**src/rtl/cpu_types_pkg.sv**
```systemverilog
// ---------------------------------------------------------------------------
// cpu_types_pkg
//   Shared CPU types for the MEM/WB stage.
//   word_t        : 32-bit machine word.
//   memwb_state_t : data-access sequencer states (IDLE, ACCESS, DONE).
// ---------------------------------------------------------------------------
package cpu_types_pkg;

  typedef logic [31:0] word_t;

  typedef enum logic [1:0] {
    IDLE   = 2'd0,  // no access outstanding; ALU ops pass straight through
    ACCESS = 2'd1,  // request driven to data memory, waiting for dhit
    DONE   = 2'd2   // access complete, result buffered until ihit
  } memwb_state_t;

endpackage

```
**src/rtl/mem_req_fsm.sv**
```systemverilog
// ---------------------------------------------------------------------------
// mem_req_fsm
//   Data-memory request sequencer with access-timeout watchdog.
//   Ports:
//     CLK, RST          clock, synchronous active-high reset
//     ihit              pipeline advance qualifier (releases DONE)
//     dhit              data memory access complete
//     start             accept a new access this cycle (valid only in IDLE)
//     is_load/is_store  access type, latched on start
//     state             current sequencer state
//     dmemREN/dmemWEN   memory request, driven only while in ACCESS
//     lat_load          latched "access is a load"
//     err               sticky timeout flag
// ---------------------------------------------------------------------------
module mem_req_fsm
  import cpu_types_pkg::*;
#(
  parameter int WAIT_MAX = 16
) (
  input  logic         CLK,
  input  logic         RST,
  input  logic         ihit,
  input  logic         dhit,
  input  logic         start,
  input  logic         is_load,
  input  logic         is_store,
  output memwb_state_t state,
  output logic         dmemREN,
  output logic         dmemWEN,
  output logic         lat_load,
  output logic         err
);

  // Counter saturates at WAIT_MAX-1; 8 bits cover the full 2..255 range.
  localparam logic [7:0] CNT_LAST = 8'(WAIT_MAX - 1);

  memwb_state_t state_d;
  logic         lat_store;
  logic [7:0]   wait_cnt;

  // NOTE: every variable assigned in always_comb gets a default first, so no
  // path through the case leaves it unassigned and no latch is inferred.
  always_comb begin
    state_d = state;
    case (state)
      IDLE:    if (start) state_d = ACCESS;
      ACCESS:  if (dhit)  state_d = DONE;   // flush never aborts an access
      DONE:    if (ihit)  state_d = IDLE;
      default:            state_d = IDLE;
    endcase
  end

  // NOTE: sequential state uses non-blocking assignments so every register
  // samples pre-edge values regardless of statement order.
  always_ff @(posedge CLK) begin
    if (RST) begin
      state     <= IDLE;
      wait_cnt  <= '0;
      err       <= 1'b0;
      lat_load  <= 1'b0;
      lat_store <= 1'b0;
    end else begin
      state <= state_d;
      if (state == IDLE && start) begin
        lat_load  <= is_load;
        lat_store <= is_store;
        wait_cnt  <= '0;
      end else if (state == ACCESS && !dhit && wait_cnt != CNT_LAST) begin
        wait_cnt <= wait_cnt + 8'd1;
        // err rises on the edge where the count reaches WAIT_MAX-1 and
        // stays set until reset; the request keeps being driven.
        if (wait_cnt == CNT_LAST - 8'd1) err <= 1'b1;
      end
    end
  end

  // Decoded from the registered state: the request first appears the cycle
  // after entry and drops on the edge that leaves ACCESS (including reset).
  assign dmemREN = (state == ACCESS) & lat_load;
  assign dmemWEN = (state == ACCESS) & lat_store;

endmodule

```
**src/rtl/mem_wb_pipe.sv**
```systemverilog
// ---------------------------------------------------------------------------
// mem_wb_pipe
//   MEM stage data access plus MEM/WB pipeline register.
//   Parameters: PW payload width, DW data width, WAIT_MAX access timeout.
//   Ports:
//     CLK, RST                 clock, synchronous active-high reset
//     ihit, flush              advance qualifier, squash the MEM instruction
//     in_valid, in_payload     EX/MEM instruction
//     in_dren, in_dwen         load / store
//     in_addr, in_store        address (or ALU result), store data
//     dhit, dmemload           data memory completion and load data
//     dmemREN, dmemWEN         data memory request
//     dmemaddr, dmemstore      latched request address / store data
//     mem_stall                MEM cannot advance this cycle
//     out_valid, out_payload   MEM/WB register
//     out_result               load data or ALU result
//     wbEN                     writeback enable (= out_valid)
//     err                      sticky data-access timeout
// ---------------------------------------------------------------------------
module mem_wb_pipe
  import cpu_types_pkg::*;
#(
  parameter int PW       = 64,
  parameter int DW       = 32,
  parameter int WAIT_MAX = 16
) (
  input  logic          CLK,
  input  logic          RST,
  input  logic          ihit,
  input  logic          flush,
  input  logic          in_valid,
  input  logic [PW-1:0] in_payload,
  input  logic          in_dren,
  input  logic          in_dwen,
  input  logic [DW-1:0] in_addr,
  input  logic [DW-1:0] in_store,
  input  logic          dhit,
  input  logic [DW-1:0] dmemload,
  output logic          dmemREN,
  output logic          dmemWEN,
  output logic [DW-1:0] dmemaddr,
  output logic [DW-1:0] dmemstore,
  output logic          mem_stall,
  output logic          out_valid,
  output logic [PW-1:0] out_payload,
  output logic [DW-1:0] out_result,
  output logic          wbEN,
  output logic          err
);

  memwb_state_t  state;
  logic          lat_load;
  logic          start;
  logic          advance;
  logic          flush_pend;
  logic [DW-1:0] load_buf;

  // A flushed instruction never starts an access; it just drains as invalid.
  assign start     = (state == IDLE) & in_valid & (in_dren | in_dwen) & ~flush;
  assign mem_stall = start | (state == ACCESS) | ((state == DONE) & ~ihit);
  assign advance   = ihit & ~mem_stall;
  assign wbEN      = out_valid;

  mem_req_fsm #(
    .WAIT_MAX (WAIT_MAX)
  ) u_req_fsm (
    .CLK      (CLK),
    .RST      (RST),
    .ihit     (ihit),
    .dhit     (dhit),
    .start    (start),
    .is_load  (in_dren),
    .is_store (in_dwen),
    .state    (state),
    .dmemREN  (dmemREN),
    .dmemWEN  (dmemWEN),
    .lat_load (lat_load),
    .err      (err)
  );

  always_ff @(posedge CLK) begin
    if (RST) begin
      dmemaddr    <= '0;
      dmemstore   <= '0;
      flush_pend  <= 1'b0;
      out_valid   <= 1'b0;
      out_payload <= '0;
      out_result  <= '0;
    end else begin
      if (start) begin
        dmemaddr  <= in_addr;
        dmemstore <= in_store;
      end
      if (advance) begin
        out_payload <= in_payload;
        out_valid   <= in_valid & ~flush & ~flush_pend;
        // Only a load that went through DONE returns memory data; stores,
        // ALU ops and dropped accesses forward the address/ALU result.
        out_result  <= (state == DONE && lat_load) ? load_buf : in_addr;
        flush_pend  <= 1'b0;
      end else if (state != IDLE && flush) begin
        // The access runs to completion; remember to squash it on advance.
        flush_pend <= 1'b1;
      end
    end
  end

  // NOTE: load_buf is a pure data holding register with no reset: it is only
  // read in DONE after a load, by which time dhit has always written it.
  always_ff @(posedge CLK) begin
    if (state == ACCESS && dhit && lat_load) load_buf <= dmemload;
  end

endmodule

```
**config.mk**
```make
export PLATFORM = sky130hd
export DESIGN_NAME = mem_wb_pipe
export DESIGN_NICKNAME = d
export VERILOG_FILES = /design/src/rtl/cpu_types_pkg.sv /design/src/rtl/mem_req_fsm.sv /design/src/rtl/mem_wb_pipe.sv
export SDC_FILE = /design/constraint.sdc
export NUM_CORES = 1
export LEC_CHECK = 0
export ABC_AREA = 1
export ABC_CLOCK_PERIOD_IN_PS = 3000
export BUFFER_PORTS_ARGS = -buffer_cell sky130_fd_sc_hd__buf_2
export CAP_MARGIN = 25
export CORE_ASPECT_RATIO = 1.5
export CORE_UTILIZATION = 35
export DETAILED_ROUTE_END_ITERATION = 8
export GPL_TIMING_DRIVEN = 0
export PLACE_DENSITY_LB_ADDON = 0.12
export SLEW_MARGIN = 20
export SYNTH_ARGS = -nofsm -noshare
export SYNTH_HDL_FRONTEND = slang
export SYNTH_SLANG_ARGS = --single-unit
```
**constraint.sdc**
```tcl
create_clock -name CLK -period 3 [get_ports CLK]
set_clock_uncertainty 0.2 [all_clocks]
set_input_delay 0.15 -clock CLK [delete_from_list [all_inputs] [get_ports CLK]]
set_output_delay 0.15 -clock CLK [all_outputs]
set_load 0.05 [all_outputs]
```
Word-level counts from Yosys, hierarchy flattened

Index checks and enable logic that the tools add are counted.

Logic and storage cells: 56
Register bits: 207
Output and inout bits: 166
Bits of input ports: 168

Muxes and demuxes: 5
Equal/unequal tests: 7
Bitwise gates (word level): 17
Add/subtract/negate cells: 1
Reductions and logical operators: 14

Operators by type and width:

| operator                                                                | number |
|---|---|
| 32-bit 2-to-1 mux                                                       | 1 |
| 1-bit AND                                                               | 9 |
| 8-bit by 1-bit adder with 8-bit output, second input constant           | 1 |
| 8-bit by 4-bit equality test with 1-bit output, second input constant   | 1 |
| 8-bit by 4-bit inequality test with 1-bit output, second input constant | 1 |
| 1-bit logical AND                                                       | 7 |
| 2-bit 2-to-1 mux                                                        | 3 |
| 2-bit inequality test, second input constant                            | 3 |
| 2-bit one-hot mux with 3 select lines                                   | 1 |
| 3-bit AND reduction                                                     | 2 |
| 1-bit NOT                                                               | 5 |
| 2-bit OR reduction                                                      | 2 |
| 1-bit bitwise OR                                                        | 3 |
| 2-bit by 1-bit equality test with 1-bit output, second input constant   | 1 |
| 2-bit equality test, second input constant                              | 1 |
| 2-bit zero test                                                         | 1 |
| 2-bit nonzero test                                                      | 1 |
| 1-bit zero test                                                         | 1 |

Longest topological paths before layout

Gate-level depths: netlist (run 1).

Depth in word-level cells: 9
Depth in mapped cells: 10
Gate-level depth less buffers: 8

Cells and area by module

Synthesis (run 1) repeated with hierarchy kept, for this count alone.

Cell total of the unflattened synthesis: 1,154
Area, all modules: 8,310.5 µm²

By module, submodules not included:

| module      | sequential area each (µm²) | cells each | times used | area each (µm²) |
|---|---|---|---|---|
| mem_wb_pipe | 4,204.0                    | 1,052      | 1          | 7,613.6 |
| mem_req_fsm | 260.2                      | 102        | 1          | 696.9 |

Least setup slack after synthesis (run 1)

Ideal clock, no wire load.

Path type: register -> register
From: register u_req_fsm.state[1]
To: register load_buf[0] (enable)
Required time: 2,379 ps
Arrival: 1,828 ps
Slack: 551 ps
Stages on the path, launching flop included: 4
Library setup time: 421 ps
Path through: dfxtp_1 > inv_1 > nand3_1 > nor2_1

Word-level cells in the longest chain between the ends: 3

RTL lines:

| what                                           | line               | RTL |
|---|---|---|
| start: declaration                             | mem_req_fsm.sv:27  | `output memwb_state_t state,` |
| start signal: assignment                       | mem_req_fsm.sv:63  | `state <= state_d;` |
| 2-bit by 1-bit equality test with 1-bit output | mem_wb_pipe.sv:111 | `if (state == ACCESS && dhit && lat_load) load_buf <= dmemload;` |
| 1-bit logical AND (2 in series)                | mem_wb_pipe.sv:111 |  |
| end signal: assignment                         | mem_wb_pipe.sv:111 |  |
| end: declaration                               | mem_wb_pipe.sv:56  | `logic [DW-1:0] load_buf;` |

No other way between the ends.
A chain may end at the register's enable or synchronous reset.

Worst setup path after layout (run 1)

From: register u_req_fsm.state[1]
To: output mem_stall

Word-level cells in the longest chain between the ends: 6

RTL lines:

| what                    | line              | RTL |
|---|---|---|
| 2-bit zero test         | mem_wb_pipe.sv:59 | `assign start = (state == IDLE) & in_valid & (in_dren \| in_dwen) & ~flush;` |
| 1-bit AND (3 in series) | mem_wb_pipe.sv:59 |  |
| 1-bit bitwise OR        | mem_wb_pipe.sv:60 | `assign mem_stall = start \| (state == ACCESS) \| ((state == DONE) & ~ihit);` |
| 1-bit bitwise OR (*)    | mem_wb_pipe.sv:60 |  |
| end: declaration        | mem_wb_pipe.sv:43 | `output logic mem_stall,` |

Mark *: on every way between the ends. The rest lies on a longest branch, timed or not.

==> qor.yml, run 1 <==
outcome:
  outcome: "finished, final reports clean"
place:
  place_worst_setup_slack_ns: 0.703
  place.gp.congestion: 0.786
  dp.final_hpwl_mm: 19.5
  io_buffers: 333
  dp_cells: 1796
power:
  p_switching_w: 0.00240
  pwr_density_cell_mw_per_mm2: 585
  combPwrFrac_pct: 22.7
  p_int_w: 0.00512
  peakVddDrop_mv: 0.507
  p_leak_nw: 6.55
  power_frac_clock_pct: 36.1
  p_seq_share_pct: 41.2
  sw_frac_of_total_pct: 31.9
cts:
  cts_buffer_depth: 3
  post_cts_resized: 0
  cts_buffers: 22
  clockRootBuffer: "clkbuf_16"
  htreeDepth: 1
  cts_sinks: 207
  clock_latency_ns: 0.50
  path_clk_slew_ns: 0.06
  cts_tree: "yes"
critical_path:
  rrSetupSlack_ns: 0.43
  start_kind: "flop"
  critPathKind: "reg2out"
  reg2reg_depth: 6
  critPathMaxFanout: 10
  crit_family: "buffers and inverters"
  cp_common_cell: "buf_2"
  cp_cell_sequence: "nor2_2, nand3_2, buf_2, clkbuf_1, nand2_1, buf_2"
  worst_ep_arrival_time_ns: 2.39
  worstReg2RegStart: "u_req_fsm.state[1]"
  crit_start: "u_req_fsm.state[1]"
  cp.required_ns: 2.65
  slowest_delay_ns: 0.58
  critPathCapture: "mem_stall"
  regToRegEndpoint: "u_req_fsm.state[0]"
  crit_path_top_delay_cell: "clkbuf_1"
  crit_path_end_kind: "primary output"
  cp.depth: 6
  cp_num_buf_inv: 3
layout:
  stdcell_count: 2007
  nFillCells: 2254
  nNetsFinal: 1846
  multi_input_area_mm2: 0.00281
  drive_gt1_share_pct: 23.3
  area_growth_pct: 54.2
  diodes: 0
  register_area_mm2: 0.00446
  fin_util_pct: 55.3
die:
  core_mm2: 0.0232
  die-area_mm2: 0.0244
  num_rows: 68
  die_y_um: 191
  start_util_pct: 35.9
  die_w_um: 128
  io_pins: 334
timing:
  whs_ns: 0.154
  fin_crit_sh_pct: 91.5
  final_hold_viol_count: 0
  relSlewSlack_pct: 52.8
  tightest_slew_ns: 0.708
  rsz0062_at_grt: "no"
  final.min_clock_period_ns: 2.74
  layout_setup_ws_ns: 0.256
  setup_viol_count_final: 0
  drv_slew: 0
  max_freq_mhz: 364
logic_synthesis:
  synth_area_leader_cell: "dfxtp_1"
  synth_warnings: 0
  ys_ff_latch: 207
  syn_avg_cell_area_um2: 7.27
  syn-num-nets: 1317
  syn-instance-count: 1147
  synthTopCellsByArea: "dfxtp_1 (42%), nand2_1 (12%), edfxtp_1 (12%), nor2_1 (9.6%), inv_1 (9.5%)"
  ys_types: 23
  synthesis.area_mm2: 0.00834
  seq_area_frac_synth_pct: 53.6
  synth_top_area_share_pct: 42.0
routing:
  dr.pass1.iters: 4
  first_iter_violations: 309
  ant_nets: 0
  viasPerCell: 4.28
  drc: 0
  num_vias: 8593
  routedWlPerCell_um: 13.9
  wl_mm: 27.8
worst_hold_path:
  whs_path_depth: 2
  hold_start: "dmemload[13]"
  hold_class: "in2reg"
global_route:
  grt_start_max_net_pins: 21
  grt_usage_pct: 22.1
  grt_pass1_vias: 8431
  grt_overflow_total: 0
  antenna_found_initial: 0
  grt_pass1_wl_mm: 42.4
job:
  cap_violations: 0
==> Yosys cell counts <==
| cell | count |
|---|---|
| nand2_1 | 259 |
| o211ai_1 | 1 |
| nand3b_1 | 1 |
| nor2_1 | 213 |
| o21bai_1 | 1 |
| dfxtp_1 | 175 |
| inv_1 | 210 |
| nand3_1 | 12 |
| a21oi_1 | 73 |
| nor3_1 | 1 |
| o21ai_0 | 100 |
| buf_2 | 19 |
| ha_1 | 2 |
| clkinv_1 | 1 |
| xnor2_1 | 1 |
| nand4_1 | 1 |
| nor2_2 | 1 |
| buf_4 | 8 |
| buf_1 | 1 |
| xor2_1 | 1 |
| edfxtp_1 | 32 |
| nand3_2 | 2 |
| clkbuf_1 | 32 |
==> layout by cell type (no fill, tap or decap) <==
cell | netlist | final
buf_2 | 19 | 352
nand2_1 | 259 | 259
nor2_1 | 213 | 212
inv_1 | 210 | 210
dfxtp_1 | 175 | 175
dlygate4sd3_1 | 0 | 171
o21ai_0 | 100 | 100
a21oi_1 | 73 | 73
clkbuf_1 | 32 | 39
edfxtp_1 | 32 | 32
clkbuf_16 | 0 | 23
nand3_1 | 12 | 12
buf_4 | 8 | 8
clkinv_1 | 1 | 4
clkbuf_8 | 0 | 4
nand3_2 | 2 | 2
ha_1 | 2 | 2
clkinv_2 | 0 | 2
nor2_2 | 1 | 1
nor2_4 | 0 | 1
buf_1 | 1 | 1
o21bai_1 | 1 | 1
xnor2_1 | 1 | 1
xor2_1 | 1 | 1
nand4_1 | 1 | 1
nor3_1 | 1 | 1
o211ai_1 | 1 | 1
nand3b_1 | 1 | 1
bufinv_16 | 0 | 1
buf_16 | 0 | 1
==> registers in the layout, indices dropped and copies added, names as in the netlist <==
| signal | flops |
|---|---|
| out_payload | 64 |
| u_req_fsm.lat_store | 1 |
| out_result | 32 |
| out_valid | 1 |
| u_req_fsm.wait_cnt | 8 |
| load_buf | 32 |
| dmemstore | 32 |
| u_req_fsm.err | 1 |
| flush_pend | 1 |
| dmemaddr | 32 |
| u_req_fsm.state | 2 |
| u_req_fsm.lat_load | 1 |
==> cell type report <==
type                    count  share of cell area (%)
well taps                 315                    3.07
flip-flops and latches    207                    34.7
plain buffers              60                    2.17
multi-input cells         669                    21.8
clock buffers              34                    5.11
repair buffers            505                    26.5
clock inverters             6                   0.399
inverters                 211                    6.16
==> per-stage QoR <==
stage | TNS [ns] | total power, W | instance area (um^2)
finish | 0 | 0.00751 | 12900
global route | 0 | 0.00785 | 12900
CTS | 0 | 0.00760 | 12900
detailed placement | 0 | 0.00469 | 10400
global placement | -15.92 | 0.00467 | 10400
floorplan | 0 | 0.00423 | 8340
==> worst reg2reg max path, delay by kind of cell (launching register included) <==
kind | cells | cell delay [ns]
compound gates | 1 | 0.13
simple gates | 2 | 0.27
buf+inv | 3 | 1.47
flops | 1 | 0.39
==> routing by layer <==
layer / track usage (%) / up-vias / part of all wire [%]
met4: 4.98 / 0 / 1.0
met3: 5.65 / 25 / 7.4
met5: 0 / - / 0
li1: - / 4496 / -
met2: 43.1 / 265 / 52
met1: 23.2 / 3807 / 39
==> power groups by stage <==
stage	combinational, W	clock (W)	sequential (W)
after floorplan	0.000447	0	0.00378
after global placement	0.00153	0	0.00315
after detailed placement	0.00154	0	0.00315
after CTS	0.00172	0.00279	0.00309
after global routing	0.00185	0.00289	0.00311
final	0.00171	0.00271	0.00309
==> cells by family after synthesis <==
| logic type | share of synthesized area (%) |
|---|---|
| xor+xnor | 0.210 |
| simple gates | 22.5 |
| flops | 53.6 |
| compound gates | 10.6 |
| buf+inv | 12.8 |
| fa+ha+maj | 0.300 |
==> how the worst min path moves through the flow <==
stage	endpoint	slack [ns]
6_report	load_buf[13]	0.15
2_1_floorplan	u_req_fsm.lat_load	0.02
5_1_grt	load_buf[8]	0.14
4_1_cts	load_buf[17]	0.12
3_5_place_dp	load_buf[17]	0.13
3_3_place_gp	load_buf[8]	0.13
==> what timing repair did <==
item | CTS | global route
endpoints found under the hold margin | 202 | 0
buffers inserted | 0 | 0
hold buffers | 171 | 0
(Power assumes the default switching activity.)
==> inputs of run 2 (changes only) <==
- GPL_TIMING_DRIVEN: 0 -> unset
- SYNTH_HIERARCHICAL: unset -> 1
==> run 2 against run 1 <==
Against the previous run:
- count of clock-buffer cells in the layout did not move
- first-iteration DRC count rose by 53%
- fmax rose by 13%
- global-route usage is 1.9 points lower
- combinational power shrank 6%
- final area down 2.2%
- sequential share of layout area is 0.79 points higher
- die area shrank 0.29%
- utilization down 1.0 points
- synthesized area down 0.30%
- worst setup slack gained 0.31 ns
- final cell count decreased by 2.5%
- critical endpoint unchanged
- largest power group unchanged
==> qor.yml, run 2 <==
outcome:
  outcome: "finished, final reports clean"
critical_path:
  start_kind: "flop"
  worst_ep_arrival_time_ns: 2.09
  crit_path_end_kind: "primary output"
  critPathKind: "reg2out"
  cp.required_ns: 2.65
  critPathMaxFanout: 65
logic_synthesis:
  synthesis.area_mm2: 0.00831
  synth_area_leader_cell: "dfxtp_1"
  synth_common_cells: "nand2_1 (391), nor2_1 (213), dfxtp_1 (175)"
  synthTopCellsByArea: "dfxtp_1 (42%), nand2_1 (18%), edfxtp_1 (12%), nor2_1 (9.6%), inv_1 (6.7%)"
  synth_warnings: 6
  synth_edf_count: 32
  ys_ff_latch: 207
  seq_area_frac_synth_pct: 53.7
  syn-instance-count: 1154
  async_flop_share_pct: 0
  syn-num-nets: 1324
  ys.flop_type: "dfxtp_1"
  synth_most_common_cell: "nand2_1"
  syn_avg_cell_area_um2: 7.20
  synth_top_area_share_pct: 42.2
  ys_types: 23
die:
  io_pins: 334
  num_rows: 68
  start_util_pct: 35.9
  die_w_um: 128
  die-area_mm2: 0.0244
  core_mm2: 0.0231
  die_y_um: 191
global_route:
  grt_usage_pct: 20.1
  grtUsageMet1_pct: 22.0
  grt_overflow_total: 0
  gr-usage-met3_pct: 3.96
  grtUsageMet2_pct: 37.4
  busiest_layer: "met2"
  antenna_found_initial: 2
  grt_start_max_net_pins: 76
  grt_pass1_wl_mm: 39.2
  grt_pass1_vias: 7925
cts:
  cts_sinks: 207
  cts_tree: "yes"
  clockRootBuffer: "clkbuf_16"
  cts_buffers: 21
  htreeDepth: 1
  path_clk_slew_ns: 0.06
  cts_setup_buffers: 0
  clock_latency_ns: 0.49
  cts_buffer_depth: 3
layout:
  register_area_mm2: 0.00446
  drive_gt1_share_pct: 23.5
  regMostFlops: "out_payload"
  nNetsFinal: 1797
  multi_input_area_mm2: 0.00302
  area_growth_pct: 51.2
  final_cell_mix: "nand2_1 (391), buf_2 (333), nor2_1 (212)"
  mostFrequentLayoutCell: "nand2_1"
  nFillCells: 2297
  design_area_mm2: 0.0126
  fin_util_pct: 54.3
  largest_reg_flops: 64
timing:
  final_hold_viol_count: 0
  tightest_slew_ns: 0.816
  setup_viol_count_final: 0
  max_freq_mhz: 411
  layout_setup_ws_ns: 0.564
  fin_crit_sh_pct: 81.2
  final.min_clock_period_ns: 2.44
  rsz0062_at_grt: "no"
  drv_slew: 0
  relSlewSlack_pct: 45.6
  setup_tns_ns: 0
routing:
  num_vias: 8230
  routedWlPerCell_um: 12.8
  dr.pass1.iters: 4
  wl_mm: 25.0
  drc: 0
  viasPerCell: 4.21
  ant_nets: 0
  first_iter_violations: 472
power:
  p_leak_nw: 6.36
  pwr_density_cell_mw_per_mm2: 570
  finalPower_w: 0.00717
  peakVddDrop_mv: 0.533
job:
  cap_violations: 0
place:
  io_buffers: 333
  place.gp.congestion: 0.759
  place_worst_setup_slack_ns: 0.830
  dpl_cell_area_mm2: 0.0102
  dp.final_hpwl_mm: 16.6
worst_hold_path:
  hold_class: "in2reg"
## run 2: area by class of cell
cell class                      instances  area share (%)
Inverter                              152            4.55
Multi-Input combinational cell        735            24.0
Clock buffer                           34            5.05
Sequential cell                       207            35.5
Tap cell                              315            3.14
Clock inverter                          2          0.0996
Antenna cell                            2          0.0398
Timing Repair Buffer                  510            27.6
## run 2: routing by layer
layer	routed length, um	vias up
met5	0	-
met4	952	0
met3	1480	46
met2	12500	231
met1	10100	3565
li1	-	4388
## run 2: worst paths after layout
path | startpoint | endpoint | slack (ns) | cells past startpoint
hold reg to reg | dmemstore[31] | dmemstore[31] | 0.26 | 2
hold / removal | RST | out_result[1] | 0.05 | 4
setup / recovery | u_req_fsm/state[0] | mem_stall | 0.56 | 5
setup reg to reg | u_req_fsm/state[1] | out_payload[43] | 0.83 | 9
## run 2: where the power goes
part / switching (W) / total (W) / internal, W / leakage (nW)
logic: 0.00109 / 0.00160 / 0.000506 / 4.32
registers: 0.0000801 / 0.00307 / 0.00299 / 1.73
clock network: 0.00106 / 0.00250 / 0.00144 / 0.314
## run 2: cells by family (layout without fill, tap and decap cells)
kind of cell    count (synthesis)  in the layout  synth area share (%)
buf+inv                       212            698                  10.2
other cells                     0              2                     0
simple gates                  619            619                  28.5
xor+xnor                        3              3                 0.316
flops                         207            207                  53.7
fa+ha+maj                       2              2                 0.301
compound gates                111            111                  6.94
## run 2: critical path, cell delays in order, from the launching register on
cell	delay [ns]
dfxtp_1	0.42
nor2_1	0.10
nand3_2	0.13
buf_4	0.56
nand2_1	0.12
buf_2	0.24
## run 2: repair_timing
item,in CTS,in global routing
gates resized for setup,0,0
endpoints found under the hold margin,220,0
hold buffers,167,0
## run 2: per-stage QoR
step,hold slack (ns),std cells
finish,0.0548,1957
detailed placement,0.128,1752
global placement,0.128,1752
global route,0.0860,1957
CTS,0.0548,1955
floorplan,0.0191,1154
==> inputs of run 3 (changes only) <==
- ABC_AREA: 1 -> 0
- ABC_CLOCK_PERIOD_IN_PS: 3000 -> 2460
- clock period: 3 -> 2.46 ns (I/O delays scaled with it)
==> run 3 against run 2 <==
Against the previous run:
- final cell count decreased by 17%
- total power increased by 25%
- synthesized cell count decreased by 27%
- first-iteration DRC count decreased by 19%
- global-route usage increased by 2.1 points
- worst setup slack got worse by 0.41 ns
- die area decreased by 5.2%
- via count decreased by 1.2%
- critical path type is now reg2reg
==> qor.yml, run 3 <==
critical_path:
  critPathMaxFanout: 12
  crit_path_top_delay_cell: "dlygate4sd3_1"
  cp.required_ns: 2.70
  start_kind: "flop"
  critPathKind: "reg2reg"
  cp_common_cell: "dlygate4sd3_1"
  worst_ep_arrival_time_ns: 2.55
  crit_path_end_kind: "flop"
  cp_cell_sequence: "buf_4, nor2b_1, a22oi_1, dlygate4sd3_1, nor2_1, dlygate4sd3_1"
  slowest_delay_ns: 0.56
layout:
  regMostFlops: "out_payload"
  final_cell_mix: "buf_2 (332), dlygate4sd3_1 (187), dfxtp_1 (175)"
  drive_gt1_share_pct: 29.6
  mostFrequentLayoutCell: "buf_2"
  area_growth_pct: 58.3
  nNetsFinal: 1507
  largest_reg_flops: 64
routing:
  num_vias: 8131
  routedWlPerCell_um: 16.4
  wl_mm: 26.6
  ant_nets: 0
  drc: 0
  viasPerCell: 4.99
  first_iter_violations: 381
  dr.pass1.iters: 5
logic_synthesis:
  syn_avg_cell_area_um2: 9.29
  synth_most_common_cell: "dfxtp_1"
  synth_top_area_share_pct: 44.5
  ys_types: 39
  synthesis.area_mm2: 0.00787
  synth_edf_count: 32
  syn-num-nets: 1017
  seq_area_frac_synth_pct: 56.7
  synth_common_cells: "dfxtp_1 (175), nand2_1 (135), a21oi_1 (132)"
  synth_warnings: 6
  synth_area_leader_cell: "dfxtp_1"
  ys_ff_latch: 207
  synthTopCellsByArea: "dfxtp_1 (45%), edfxtp_1 (12%), a21oi_1 (8.4%), nand2_1 (6.4%), mux2i_1 (4.8%)"
  syn-instance-count: 847
  async_flop_share_pct: 0
  ys.flop_type: "dfxtp_1"
die:
  io_pins: 334
  die_w_um: 124
  start_util_pct: 36.0
  die_y_um: 186
  die-area_mm2: 0.0231
  core_mm2: 0.0219
  num_rows: 66
cts:
  cts_buffers: 22
  clock_latency_ns: 0.50
  clockRootBuffer: "clkbuf_16"
  cts_setup_buffers: 0
  path_clk_slew_ns: 0.07
  htreeDepth: 1
  cts_buffer_depth: 3
  cts_sinks: 207
  cts_tree: "yes"
global_route:
  grt_start_max_net_pins: 73
  grt_overflow_total: 0
  antenna_found_initial: 3
  grt_pass1_wl_mm: 41.9
  grt_pass1_vias: 8197
  busiest_layer: "met2"
  gr-usage-met3_pct: 4.46
  grtUsageMet2_pct: 41.7
  grt_usage_pct: 22.2
  grtUsageMet1_pct: 24.5
power:
  peakVddDrop_mv: 0.525
  pwr_density_cell_mw_per_mm2: 720
  p_leak_nw: 5.61
timing:
  tightest_slew_ns: 0.781
  layout_setup_ws_ns: 0.149
  final_hold_viol_count: 0
  relSlewSlack_pct: 48.0
  rsz0062_at_grt: "no"
  setup_tns_ns: 0
  final.min_clock_period_ns: 2.31
  fin_crit_sh_pct: 93.9
  drv_slew: 0
  setup_viol_count_final: 0
  max_freq_mhz: 433
place:
  place_worst_setup_slack_ns: 0.283
  io_buffers: 333
  place.gp.congestion: 0.762
  dp.final_hpwl_mm: 16.2
outcome:
  outcome: "finished, final reports clean"
job:
  cap_violations: 0
worst_hold_path:
  hold_class: "in2reg"
-- run 3: changes by cell type after synthesis, moves of 7 or more --
cell,delta
o21ai_0,+32
nor2_1,-172
a221oi_1,+32
inv_1,-144
nand3_1,+64
nand2_1,-256
buf_6,+7
clkbuf_1,+26
a21oi_1,+59
buf_2,-19
mux2i_1,+38
-- run 3: what timing repair did --
action / CTS / global route
hold endpoints to repair: 200 / 0
endpoints found under the setup margin: 0 / 10
gates resized for setup: 0 / 3
hold buffers: 187 / 0
-- run 3: final cells by class --
cell class / instances / area (um^2)
fill: 1988 / 9430
sequential: 207 / 4460
timing repair buffer: 543 / 3790
multi-input combinational: 557 / 3010
clock buffer: 38 / 777
tap: 272 / 340
clock inverter: 2 / 35.0
inverter: 6 / 22.5
antenna: 3 / 7.51
-- run 3: path summary, 6_finish.rpt --
| check | cells past startpoint | end | slack, ns | startpoint |
|---|---|---|---|---|
| min | 4 | out_payload[58] | 0.08 | ihit |
| max | 6 | u_req_fsm/state[1] | 0.15 | u_req_fsm/state[0] |
| max reg2reg | 6 | u_req_fsm/state[1] | 0.15 | u_req_fsm/state[0] |
| min reg2reg | 2 | dmemaddr[5] | 0.25 | dmemaddr[5] |
-- run 3: cells by family (layout without fill, tap and decap cells) --
family / Yosys count / count (layout) / synth area share (%)
buf+inv: 83 / 589 / 5.17
other cells: 0 / 3 / 0
simple gates: 273 / 273 / 15.4
compound gates: 244 / 244 / 17.6
fa+ha+maj: 2 / 2 / 0.318
flops: 207 / 207 / 56.7
mux: 38 / 38 / 4.83
-- run 3: metrics by stage --
step	hold slack [ns]	util (%)	power, W	area, um^2	std cells
after detailed placement	0.101	44.6	0.00518	9750	1398
final	0.0756	56.9	0.00897	12500	1628
after global placement	0.0999	44.6	0.00517	9750	1398
after global routing	0.0865	56.9	0.00931	12400	1626
after CTS	0.0458	56.8	0.00906	12400	1625
after floorplan	-0.00462	-	0.00473	7870	847
-- run 3: worst max-delay path: cells and delay by family (launching register included) --
| kind | cells | cell delay [ns] |
|---|---|---|
| AO/OA/AOI/OAI | 1 | 0.11 |
| AND/OR/NAND/NOR | 2 | 0.32 |
| flip-flops | 1 | 0.33 |
| buffers and inverters | 3 | 1.29 |
-- run 3: power by group --
part           total (W)  switching [W]  internal [W]
Combinational    0.00166        0.00108      0.000577
Sequential       0.00369      0.0000813       0.00360
Clock            0.00362        0.00137       0.00225
Total            0.00897        0.00253       0.00643
-- run 3: layer usage --
layer | up-vias | routed length [um]
li1 | 3964 | -
met1 | 3811 | 10400
met2 | 309 | 13900
met3 | 45 | 1640
met4 | 2 | 762
met5 | - | 13
